### src/rtl/usb_rx_dec_pkg.sv
// Shared constants and types for the USB receive packet decoder.
// Control codes, PID values, status bit indices and FSM states.
package usb_rx_dec_pkg;

  localparam logic [7:0] CTRL_DATA_START  = 8'h00;
  localparam logic [7:0] CTRL_DATA_STREAM = 8'h01;
  localparam logic [7:0] CTRL_DATA_STOP   = 8'h02;

  localparam logic [3:0] PID_OUT   = 4'h1;
  localparam logic [3:0] PID_IN    = 4'h9;
  localparam logic [3:0] PID_SOF   = 4'h5;
  localparam logic [3:0] PID_SETUP = 4'hD;
  localparam logic [3:0] PID_DATA0 = 4'h3;
  localparam logic [3:0] PID_DATA1 = 4'hB;
  localparam logic [3:0] PID_DATA2 = 4'h7;
  localparam logic [3:0] PID_MDATA = 4'hF;

  localparam int ST_CRC   = 0;
  localparam int ST_STUFF = 1;
  localparam int ST_PID   = 2;
  localparam int ST_LEN   = 3;
  localparam int ST_ABORT = 4;

  typedef enum logic [2:0] {
    S_IDLE,
    S_PID,
    S_TOKEN1,
    S_TOKEN2,
    S_DATA,
    S_DISCARD,
    S_REPORT
  } state_e;

  typedef enum logic [1:0] {
    PC_TOKEN,
    PC_SOF,
    PC_DATA,
    PC_OTHER
  } pid_cls_e;

endpackage

### src/rtl/usb_rx_pid_check.sv
// PID byte complement check and packet type classification.
// SOF is only classed as a token-like packet under USB_RX_DEC_SOF_EN.
module usb_rx_pid_check
  import usb_rx_dec_pkg::*;
(
  input  logic [7:0] pid_byte_i,
  output logic       pid_ok_o,
  output pid_cls_e   pid_cls_o
);

  assign pid_ok_o = (pid_byte_i[7:4] == ~pid_byte_i[3:0]);

  // Map the PID nibble to the branch the decoder FSM takes
  always_comb begin
    pid_cls_o = PC_OTHER;
    unique case (pid_byte_i[3:0])
      PID_OUT, PID_IN, PID_SETUP: pid_cls_o = PC_TOKEN;
`ifdef USB_RX_DEC_SOF_EN
      PID_SOF: pid_cls_o = PC_SOF;
`endif
      PID_DATA0, PID_DATA1,
      PID_DATA2, PID_MDATA: pid_cls_o = PC_DATA;
      default: pid_cls_o = PC_OTHER;
    endcase
  end

endmodule

### src/rtl/usb_rx_packet_decoder.sv
// USB receive packet decoder: tokens, SOF, data payload, status report.
// Optional SOF frame-number decode enabled by USB_RX_DEC_SOF_EN.
module usb_rx_packet_decoder
  import usb_rx_dec_pkg::*;
#(
  parameter int MAX_PAYLOAD   = 1023,
  parameter int PAYLOAD_LEN_W = 11
) (
  input  logic                     clk,
  input  logic                     rst,
  input  logic [7:0]               RxDataIn,
  input  logic [7:0]               RxCtrlIn,
  input  logic                     RxDataInWEn,
  input  logic [6:0]               devAddr,
  output logic                     pktValid,
  output logic [3:0]               pktPID,
  output logic [7:0]               pktStatus,
  output logic [6:0]               tokenAddr,
  output logic [3:0]               tokenEndp,
  output logic                     tokenMatch,
  output logic [10:0]              frameNum,
  output logic [7:0]               dataOut,
  output logic                     dataOutWEn,
  output logic [PAYLOAD_LEN_W-1:0] payloadLen
);

  localparam logic [PAYLOAD_LEN_W-1:0] MAXP =
    PAYLOAD_LEN_W'(MAX_PAYLOAD);
  localparam logic [PAYLOAD_LEN_W-1:0] SATP = '1;

  state_e state_q, state_d, cur;
  logic   restart_q, restart_d;
  logic [4:0] flg_q, flg_d;
  logic   tok_q, tok_d;
  logic   sof_q, sof_d;
  logic   dat_q, dat_d;
  logic [1:0] hold_q, hold_d;
  logic [7:0] h0_q, h0_d;
  logic [7:0] h1_q, h1_d;
  logic [7:0] b1_q, b1_d;
  logic [3:0] pid_q, pid_d;
  logic [PAYLOAD_LEN_W-1:0] pay_q, pay_d;

  logic [3:0] pout_q, pout_d;
  logic [4:0] stat_q, stat_d;
  logic [6:0] taddr_q, taddr_d;
  logic [3:0] tendp_q, tendp_d;
  logic       tmatch_q, tmatch_d;
  logic [PAYLOAD_LEN_W-1:0] len_q, len_d;
  logic [7:0] dout_q, dout_d;
  logic       dwen_q, dwen_d;
`ifdef USB_RX_DEC_SOF_EN
  logic [10:0] frame_q, frame_d;
`endif

  logic     pid_ok;
  pid_cls_e pid_cls;
  logic     is_start, is_stream, is_stop;

  usb_rx_pid_check u_pid_check (
    .pid_byte_i (RxDataIn),
    .pid_ok_o   (pid_ok),
    .pid_cls_o  (pid_cls)
  );

  assign is_start  = (RxCtrlIn == CTRL_DATA_START);
  assign is_stream = (RxCtrlIn == CTRL_DATA_STREAM);
  assign is_stop   = (RxCtrlIn == CTRL_DATA_STOP);

  // Next-state, packet bookkeeping and report capture
  always_comb begin
    state_d   = state_q;
    restart_d = restart_q;
    flg_d     = flg_q;
    tok_d     = tok_q;
    sof_d     = sof_q;
    dat_d     = dat_q;
    hold_d    = hold_q;
    h0_d      = h0_q;
    h1_d      = h1_q;
    b1_d      = b1_q;
    pid_d     = pid_q;
    pay_d     = pay_q;
    pout_d    = pout_q;
    stat_d    = stat_q;
    taddr_d   = taddr_q;
    tendp_d   = tendp_q;
    tmatch_d  = tmatch_q;
    len_d     = len_q;
    dout_d    = dout_q;
    dwen_d    = 1'b0;
`ifdef USB_RX_DEC_SOF_EN
    frame_d   = frame_q;
`endif
    cur = state_q;

    // REPORT behaves as IDLE, or as PID after an abort, for the new strobe
    if (state_q == S_REPORT) begin
      cur       = restart_q ? S_PID : S_IDLE;
      state_d   = cur;
      restart_d = 1'b0;
      flg_d     = '0;
      tok_d     = 1'b0;
      sof_d     = 1'b0;
      dat_d     = 1'b0;
      hold_d    = '0;
      pay_d     = '0;
    end

    if (RxDataInWEn) begin
      if (is_start) begin
        if (cur == S_IDLE) begin
          state_d = S_PID;
          flg_d   = '0;
          tok_d   = 1'b0;
          sof_d   = 1'b0;
          dat_d   = 1'b0;
          hold_d  = '0;
          pay_d   = '0;
        end else begin
          flg_d[ST_ABORT] = 1'b1;
          restart_d       = 1'b1;
          state_d         = S_REPORT;
        end
      end else if (is_stop) begin
        if (cur != S_IDLE) begin
          flg_d[ST_CRC]   = flg_d[ST_CRC] | RxDataIn[0];
          flg_d[ST_STUFF] = flg_d[ST_STUFF] | RxDataIn[1];
          if (cur == S_TOKEN1 || cur == S_TOKEN2)
            flg_d[ST_LEN] = 1'b1;
          if (cur == S_DATA && hold_q != 2'd2)
            flg_d[ST_LEN] = 1'b1;
          state_d = S_REPORT;
        end
      end else if (is_stream) begin
        case (cur)
          S_PID: begin
            pid_d = RxDataIn[3:0];
            if (!pid_ok) begin
              flg_d[ST_PID] = 1'b1;
              state_d       = S_DISCARD;
            end else begin
              case (pid_cls)
                PC_TOKEN: begin
                  tok_d   = 1'b1;
                  state_d = S_TOKEN1;
                end
                PC_SOF: begin
                  tok_d   = 1'b1;
                  sof_d   = 1'b1;
                  state_d = S_TOKEN1;
                end
                PC_DATA: begin
                  dat_d   = 1'b1;
                  state_d = S_DATA;
                end
                default: state_d = S_DISCARD;
              endcase
            end
          end
          S_TOKEN1: begin
            b1_d    = RxDataIn;
            state_d = S_TOKEN2;
          end
          S_TOKEN2: begin
            if (!sof_q) begin
              taddr_d = b1_q[6:0];
              tendp_d = {RxDataIn[2:0], b1_q[7]};
            end
`ifdef USB_RX_DEC_SOF_EN
            if (sof_q)
              frame_d = {RxDataIn[2:0], b1_q};
`endif
            state_d = S_DISCARD;
          end
          S_DATA: begin
            if (hold_q != 2'd2) begin
              hold_d = hold_q + 2'd1;
              if (hold_q == 2'd0) h0_d = RxDataIn;
              else                h1_d = RxDataIn;
            end else begin
              if (pay_q != SATP)
                pay_d = pay_q + 1'b1;
              if (pay_q >= MAXP) begin
                flg_d[ST_LEN] = 1'b1;
              end else if (!flg_q[ST_LEN]) begin
                dwen_d = 1'b1;
                dout_d = h0_q;
              end
              h0_d = h1_q;
              h1_d = RxDataIn;
            end
          end
          S_DISCARD: begin
            if (tok_q)
              flg_d[ST_LEN] = 1'b1;
          end
          default: ;
        endcase
      end
    end

    if (state_d == S_REPORT) begin
      pout_d   = pid_d;
      stat_d   = flg_d;
      tmatch_d = (taddr_d == devAddr);
      if (dat_d)
        len_d = pay_d;
    end
  end

  // State and output registers
  always_ff @(posedge clk or negedge rst) begin
    if (!rst) begin
      state_q   <= S_IDLE;
      restart_q <= 1'b0;
      flg_q     <= '0;
      tok_q     <= 1'b0;
      sof_q     <= 1'b0;
      dat_q     <= 1'b0;
      hold_q    <= '0;
      h0_q      <= '0;
      h1_q      <= '0;
      b1_q      <= '0;
      pid_q     <= '0;
      pay_q     <= '0;
      pout_q    <= '0;
      stat_q    <= '0;
      taddr_q   <= '0;
      tendp_q   <= '0;
      tmatch_q  <= 1'b0;
      len_q     <= '0;
      dout_q    <= '0;
      dwen_q    <= 1'b0;
`ifdef USB_RX_DEC_SOF_EN
      frame_q   <= '0;
`endif
    end else begin
      state_q   <= state_d;
      restart_q <= restart_d;
      flg_q     <= flg_d;
      tok_q     <= tok_d;
      sof_q     <= sof_d;
      dat_q     <= dat_d;
      hold_q    <= hold_d;
      h0_q      <= h0_d;
      h1_q      <= h1_d;
      b1_q      <= b1_d;
      pid_q     <= pid_d;
      pay_q     <= pay_d;
      pout_q    <= pout_d;
      stat_q    <= stat_d;
      taddr_q   <= taddr_d;
      tendp_q   <= tendp_d;
      tmatch_q  <= tmatch_d;
      len_q     <= len_d;
      dout_q    <= dout_d;
      dwen_q    <= dwen_d;
`ifdef USB_RX_DEC_SOF_EN
      frame_q   <= frame_d;
`endif
    end
  end

  assign pktValid   = (state_q == S_REPORT);
  assign pktPID     = pout_q;
  assign pktStatus  = {3'b000, stat_q};
  assign tokenAddr  = taddr_q;
  assign tokenEndp  = tendp_q;
  assign tokenMatch = tmatch_q;
  assign dataOut    = dout_q;
  assign dataOutWEn = dwen_q;
  assign payloadLen = len_q;
`ifdef USB_RX_DEC_SOF_EN
  assign frameNum   = frame_q;
`else
  assign frameNum   = 11'd0;
`endif

endmodule

### config.mk
export PLATFORM = sky130hd
export DESIGN_NAME = usb_rx_packet_decoder
export DESIGN_NICKNAME = d
export VERILOG_FILES = /design/src/rtl/usb_rx_dec_pkg.sv /design/src/rtl/usb_rx_pid_check.sv /design/src/rtl/usb_rx_packet_decoder.sv
export SDC_FILE = /design/constraint.sdc
export NUM_CORES = 1
export LEC_CHECK = 0
export CAP_MARGIN = 20
export CORE_ASPECT_RATIO = 1.75
export CORE_MARGIN = 5
export CORE_UTILIZATION = 55
export CTS_CLUSTER_SIZE = 16
export DETAILED_ROUTE_END_ITERATION = 7
export PLACE_DENSITY = 0.84
export SLEW_MARGIN = 25
export SYNTH_ARGS = -nofsm -noshare
export SYNTH_HDL_FRONTEND = slang
export SYNTH_HIERARCHICAL = 1
export SYNTH_SLANG_ARGS = --single-unit
### constraint.sdc
create_clock -name clk -period 5.3 [get_ports clk]
set_input_delay 0.53 -clock clk [delete_from_list [all_inputs] [get_ports clk]]
set_output_delay 0.53 -clock clk [all_outputs]
set_load 0.005 [all_outputs]
# Yosys cells after proc, flatten, opt, wreduce, memory -nomap -nowiden
# Index checks and enable logic that the tools add are counted.
[totals] out_inout_bits=56 reg_bits=94 inputBits=26 elab_cells=175
[op_classes] n_reduce_logical=16 bitwise_logic=9 add_sub_neg=2 n_eq_ne=24 order_cmp=1 muxes=103
[op_table] cell="11-bit 2-to-1 mux" count=9
[op_table] cell="1-bit 2-to-1 mux" count=52
[op_table] cell="7-bit 2-to-1 mux" count=6
[op_table] cell="8-bit 2-to-1 mux" count=4
[op_table] cell="4-bit 2-to-1 mux" count=7
[op_table] cell="3-bit 2-to-1 mux" count=8
[op_table] cell="2-bit 2-to-1 mux" count=11
[op_table] cell="6-bit AND reduction" count=3
[op_table] cell="4-bit == test, second input constant" count=4
[op_table] cell="3-bit == test, second input constant" count=4
[op_table] cell="11-bit by 1-bit adder with 11-bit output, second input constant" count=1
[op_table] cell="11-bit by 10-bit >= comparator with 1-bit output, second input constant" count=1
[op_table] cell="11-bit inequality test, second input constant" count=1
[op_table] cell="5-bit 2-to-1 mux" count=2
[op_table] cell="3-bit one-hot mux with 3 select lines" count=1
[op_table] cell="8-bit by 1-bit == test with 1-bit output, second input constant" count=1
[op_table] cell="8-bit by 2-bit == test with 1-bit output, second input constant" count=1
[op_table] cell="8-bit zero test" count=1
[op_table] cell="8-bit AND reduction" count=1
[op_table] cell="7-bit == test" count=1
[op_table] cell="3-bit by 2-bit == test with 1-bit output, second input constant" count=2
[op_table] cell="1-bit NOT" count=6
[op_table] cell="3-bit one-hot mux with 2 select lines" count=1
[op_table] cell="5-bit AND reduction" count=1
[op_table] cell="23 further kinds" count=26

# Logic depth before layout (Yosys ltp)
[depth] depth_word=14 ltp_mapped=8 ltp_nobuf=8

# Cells and area by module
# The synthesis kept the hierarchy.
[modules_own_cells] module="usb_rx_packet_decoder" seq_area_each_um2=2352.3 area_each_um2=4574.4 cells_each=422 instances=1
[modules_own_cells] module="usb_rx_pid_check" seq_area_each_um2=0.0 area_each_um2=60.1 cells_each=8 instances=1

# Least setup slack after synthesis
# OpenSTA, ideal clock, no wires.
[synth_timing] path_kind="input -> register" startpoint="input RxCtrlIn[5]" endpoint="register len_q[5] (netlist: payloadLen[5])" t_arrival_ns=2.461 path_slack_ns=2.715 setup_ns=0.125 n_path_buf=1 path_stages=6 required_time_ns=5.175 path_cell_list="or4_4 > nor3_4 > a21oi_1 > o21ai_1 > buf_2 > mux2_2"
[synth_via] elab_chain_cells=7 word_cells_on_any_way=17 cone_classes="eq/ne: 3; mux: 12; reduce/logical: 2"
[synth_lines] element="start, declared" line="usb_rx_packet_decoder.sv:12" source="input logic [7:0] RxCtrlIn,"
[synth_lines] element="8-bit by 1-bit == test with 1-bit output" line="usb_rx_packet_decoder.sv:67" source="assign is_stream = (RxCtrlIn == CTRL_DATA_STREAM);"
[synth_lines] element="3-bit 2-to-1 mux" line="usb_rx_packet_decoder.sv:135" source="end else if (is_stream) begin"
[synth_lines] element="3-bit 2-to-1 mux" line="usb_rx_packet_decoder.sv:125" source="end else if (is_stop) begin"
[synth_lines] element="3-bit 2-to-1 mux" line="usb_rx_packet_decoder.sv:111" source="if (is_start) begin"
[synth_lines] element="3-bit 2-to-1 mux" line="usb_rx_packet_decoder.sv:110" source="if (RxDataInWEn) begin"
[synth_lines] element="3-bit == test" line="usb_rx_packet_decoder.sv:203" source="if (state_d == S_REPORT) begin"
[synth_lines] element="2-bit AND reduction (no source line)"
[synth_lines] element="end signal, assigned" line="usb_rx_packet_decoder.sv:256" source="len_q <= len_d;"
[synth_lines] element="end, declared" line="usb_rx_packet_decoder.sv:49" source="logic [PAYLOAD_LEN_W-1:0] len_q, len_d;"
# Several ways; a longest one is shown, not always the timed one.
# A chain may end at the register's enable or synchronous reset.

# Worst setup path after layout
[layout_timing] startpoint="input RxDataInWEn" endpoint="register tmatch_q (netlist: tokenMatch)"
[layout_via] elab_chain_cells=2 word_cells_on_any_way=4 cone_classes="eq/ne: 2; mux: 2"
[layout_lines] element="start, declared" line="usb_rx_packet_decoder.sv:13" source="input logic RxDataInWEn,"
[layout_lines] element="7-bit 2-to-1 mux / 3-bit 2-to-1 mux (equally long branches)" line="usb_rx_packet_decoder.sv:110"
[layout_lines] element="7-bit == test / 3-bit == test (equally long branches)" line="usb_rx_packet_decoder.sv:206, usb_rx_packet_decoder.sv:203"
[layout_lines] element="end signal, assigned" line="usb_rx_packet_decoder.sv:255" source="tmatch_q <= tmatch_d;"
[layout_lines] element="end, declared" line="usb_rx_packet_decoder.sv:48" source="logic tmatch_q, tmatch_d;"
# Several ways; a longest one is shown, not always the timed one.

==> summary.md <==
| Metric | Value |
|---|---|
| Post-Route Skew | `0.008675 ns` |
| Clock buffers created by TritonCTS | `9` |
| Part of the Yosys area used for sequential elements | `50.76%` |
| Antenna-violating nets left | `0` |
| Combined area of the multi-input logic cells | `0.002103 mm^2` |
| Post-route setup TNS | `0 ns` |
| Ratio of total power to cell area | `262.3 mW/mm^2` |
| Maximum achievable frequency | `0.3077 GHz` |
| Number of top-level pins | `82` |
| Final non-filler cell total | `587` |
| Final design utilization | `67.77%` |
| DP Area | `0.005295 mm^2` |
| Final critical-path share of the clock period | `61.32%` |
| Post-synthesis register bit count | `94` |
| Count of synthesis-stage warnings from yosys | `6` |
| Placed cell count | `571` |
| Post-synthesis async set-or-reset flop share | `100.0%` |
| Worst rel slew slack | `35.01%` |
| Clock latency of the later-clocked register in the worst-skew pair | `0.35 ns` |
| Area inside the core boundary | `0.008258 mm^2` |
| CP peak stage delay | `0.82 ns` |
| Global Route Usage Sum | `22.52%` |
| Count of inserted antenna diode cells | `0` |
| Area of all placed cells without fillers | `0.005597 mm^2` |
| Layout Nets | `517` |
| Clock-pin transition on the worst setup and hold timing paths | `0.07 ns` |
| Vias post-DR | `3,455` |
| CTS H-tree depth | `3` |
| Drt drc | `0` |
| Half-perimeter wire length after detailed placement | `7981 um` |
| Horizontal die dimension | `79.39 um` |
| Cell count after synthesis | `430` |
| Total detailed-routing wirelength | `10,910 um` |
| Count of flip-flops with a built-in enable after synthesis | `0` |
| Nature of the critical path endpoint | `flop` |
| TritonCTS clock tree | `yes` |
| Hold-fix buffers at CTS | `0` |
| Data arrival time at the worst-slack endpoint | `3.51 ns` |
| Die height | `131.4 um` |
| IR Drop Worst-Case VDD | `0.0001777 V` |
| Hold/Removal Path Class | `in -> async` |
| Number of global-route vias before repair | `3,594` |
| Number of standard-cell rows in the floorplan | `44` |
| Max FO, Critical Path | `14` |
| Final Critical Period | `3.250 ns` |
| Number of clock sinks seen by CTS | `94` |
| Total of max-cap violations | `0` |
| Critical path required time | `5.56 ns` |
| Layout-stage area growth over the synthesis result | `20.76%` |
| Total area of sequential cells | `0.002352 mm^2` |
| Clock tree root buffer cell | `sky130_fd_sc_hd__clkbuf_16` |
| Starting utilization of the core area | `56.12%` |
| Leading cell type in the layout, fill and taps excluded | `sky130_fd_sc_hd__dfrtp_1` |
| Quantity of gates resized following cts | `0` |
| Total die area | `0.01043 mm^2` |
| Result of the run | `finished, final reports clean` |
| Master of the slowest instance on the critical path | `sky130_fd_sc_hd__a2111oi_0` |
| Category of the critical setup timing path | `in -> reg` |
| Global-route wire length before repair | `18,140 um` |
| Antenna violations before repair | `0` |
| Post-synth design cell area | `0.004634 mm^2` |
| Post-Synthesis Mean Instance Area | `10.78 um^2` |
| Global route total overflow | `0` |
| CTS Buffer Depth | `2` |
| Share of final-layout standard cells stronger than drive strength 1 | `14.14%` |
| Final count of negative-setup-slack endpoints | `0` |
| Routability congestion estimate | `0.8397` |
| Final Hold Slack | `0.1494 ns` |
| Iteration-0 DRC Markers | `298` |
| Count of pins over their slew limit | `0` |
| Average via count per standard cell | `5.886` |
| Count of final hold-check violations | `0` |
| Maximum number of pins on one net before global-route repair | `57` |
| Number of iterations in the first detailed-routing pass | `4` |
| Standby leakage power | `2.571 nW` |
| Filler cells | `641` |
| Routed wirelength normalized by instance count | `18.58 um` |
| Most common flop cell mapped by yosys | `sky130_fd_sc_hd__dfrtp_1` |
| Transition time of the tightest slew-check pin | `0.9729 ns` |
| Most frequent cells in the layout | `sky130_fd_sc_hd__dfrtp_1 (94), sky130_fd_sc_hd__clkdlybuf4s50_1 (66), sky130_fd_sc_hd__nand2_1 (54)` |
| Buffers on Ports | `67` |
| Sequence of cells on the critical path | `clkdlybuf4s50_1, nor3b_1, nand4_1, a2111oi_0, o32ai_1, o21ai_0` |
| Number of unique standard cell types used by synthesis | `62` |
| Post CTS Setup Buffer Count | `0` |
| Sort of element at the start of the critical path | `primary input` |
| Setup repair after global routing missed its margin | `false` |
## synthesized netlist by cell type, types with 3 or more instances
cell                       number  area share, %
sky130_fd_sc_hd__mux2i_1       10            2.2
sky130_fd_sc_hd__buf_4         14            2.3
sky130_fd_sc_hd__nor4_1         5           0.67
sky130_fd_sc_hd__nor3b_1        5           0.81
sky130_fd_sc_hd__or3_1          4           0.54
sky130_fd_sc_hd__mux2_2        38            9.2
sky130_fd_sc_hd__o21ai_1        4           0.43
sky130_fd_sc_hd__xnor2_1       11            2.1
sky130_fd_sc_hd__nand3_1       10            1.1
sky130_fd_sc_hd__a211o_1        5           0.94
sky130_fd_sc_hd__inv_1         12           0.97
sky130_fd_sc_hd__o21ai_0       24            2.6
sky130_fd_sc_hd__xor2_1         5           0.94
sky130_fd_sc_hd__a31oi_1        4           0.54
sky130_fd_sc_hd__o31ai_1        3           0.49
sky130_fd_sc_hd__a21oi_1       10            1.1
sky130_fd_sc_hd__clkbuf_1      16            1.3
sky130_fd_sc_hd__mux2_1         9            2.2
sky130_fd_sc_hd__dfrtp_1       94             51
sky130_fd_sc_hd__nand2_1       54            4.4
sky130_fd_sc_hd__nor2_1        21            1.7
sky130_fd_sc_hd__nand2b_1       5           0.67
sky130_fd_sc_hd__nor3_1         8           0.86
sky130_fd_sc_hd__nor2b_1        5           0.67
sky130_fd_sc_hd__nand4_1        6           0.81
## power breakdown
| group | total, mW | internal, mW | switching [mW] |
|---|---|---|---|
| sequential | 0.732 | 0.723 | 0.00895 |
| combinational | 0.0966 | 0.0394 | 0.0571 |
| clock | 0.639 | 0.370 | 0.269 |
| total | 1.47 | 1.13 | 0.335 |
## path summary, 6_finish.rpt
check | end | cells past startpoint | startpoint | slack, ns
setup / recovery | tokenMatch | 6 | RxDataInWEn | 2.05
hold / removal | dat_q | 1 | rst | 0.15
setup reg to reg | payloadLen[4] | 6 | state_q[2] | 2.48
hold reg to reg | h0_q[2] | 2 | h0_q[2] | 0.47
max in group asynchronous | dataOut[7] | 2 | rst | 4.08
min in group clk | h0_q[2] | 2 | h0_q[2] | 0.47
## final cells by class
class                   instances  share of cell area [%]
repair buffers                 69                   12.21
clock buffers                  14                   5.075
multi-input cells             304                   37.58
clock inverters                 2                  0.2459
inverters                      12                  0.8048
flip-flops and latches         94                   42.03
well taps                      92                   2.057
## critical path: cells and delay by family
| kind | cells | cell delay, ns |
|---|---|---|
| and+or+nand+nor | 2 | 1.25 |
| buffers and inverters | 1 | 0.58 |
| AOI/OAI and AO/OA | 3 | 1.16 |
## through the flow
step | power, mW | worst slack (ns)
after global placement | 0.8384 | 1.748
after global routing | 1.522 | 1.857
final | 1.468 | 2.050
after detailed placement | 0.8411 | 1.675
after floorplan | 0.7946 | 2.715
after CTS | 1.475 | 2.028
## routing by layer
layer / track usage [%] / share of wire, % / wire length [um]
met5: 0 / 0 / 0
met4: 10.23 / 2.9 / 311
met3: 6.164 / 5.2 / 566
met2: 38.37 / 54 / 5895
met1: 25.94 / 38 / 4134
## cell families after synthesis
kind of cell / share of synthesized area [%]
other cells: 0.08092
mux: 13.58
flops: 50.76
buf+inv: 4.995
fa+ha+maj: 0.2699
simple gates: 15.58
xor+xnor: 3.024
compound gates: 11.72
## registers in the layout, indices dropped and copies added (netlist names)
signal and count:
b1_q 8, dat_q 1, dataOut 8, dataOutWEn 1
flg_q 5, h0_q 8, h1_q 8, hold_q 2
pay_q 11, payloadLen 11, pid_q 4, pktPID 4
restart_q 1, sof_q 1, stat_q 5, state_q 3
tok_q 1, tokenAddr 7, tokenEndp 4, tokenMatch 1
No activity file was read; power rests on OpenSTA's default activity.
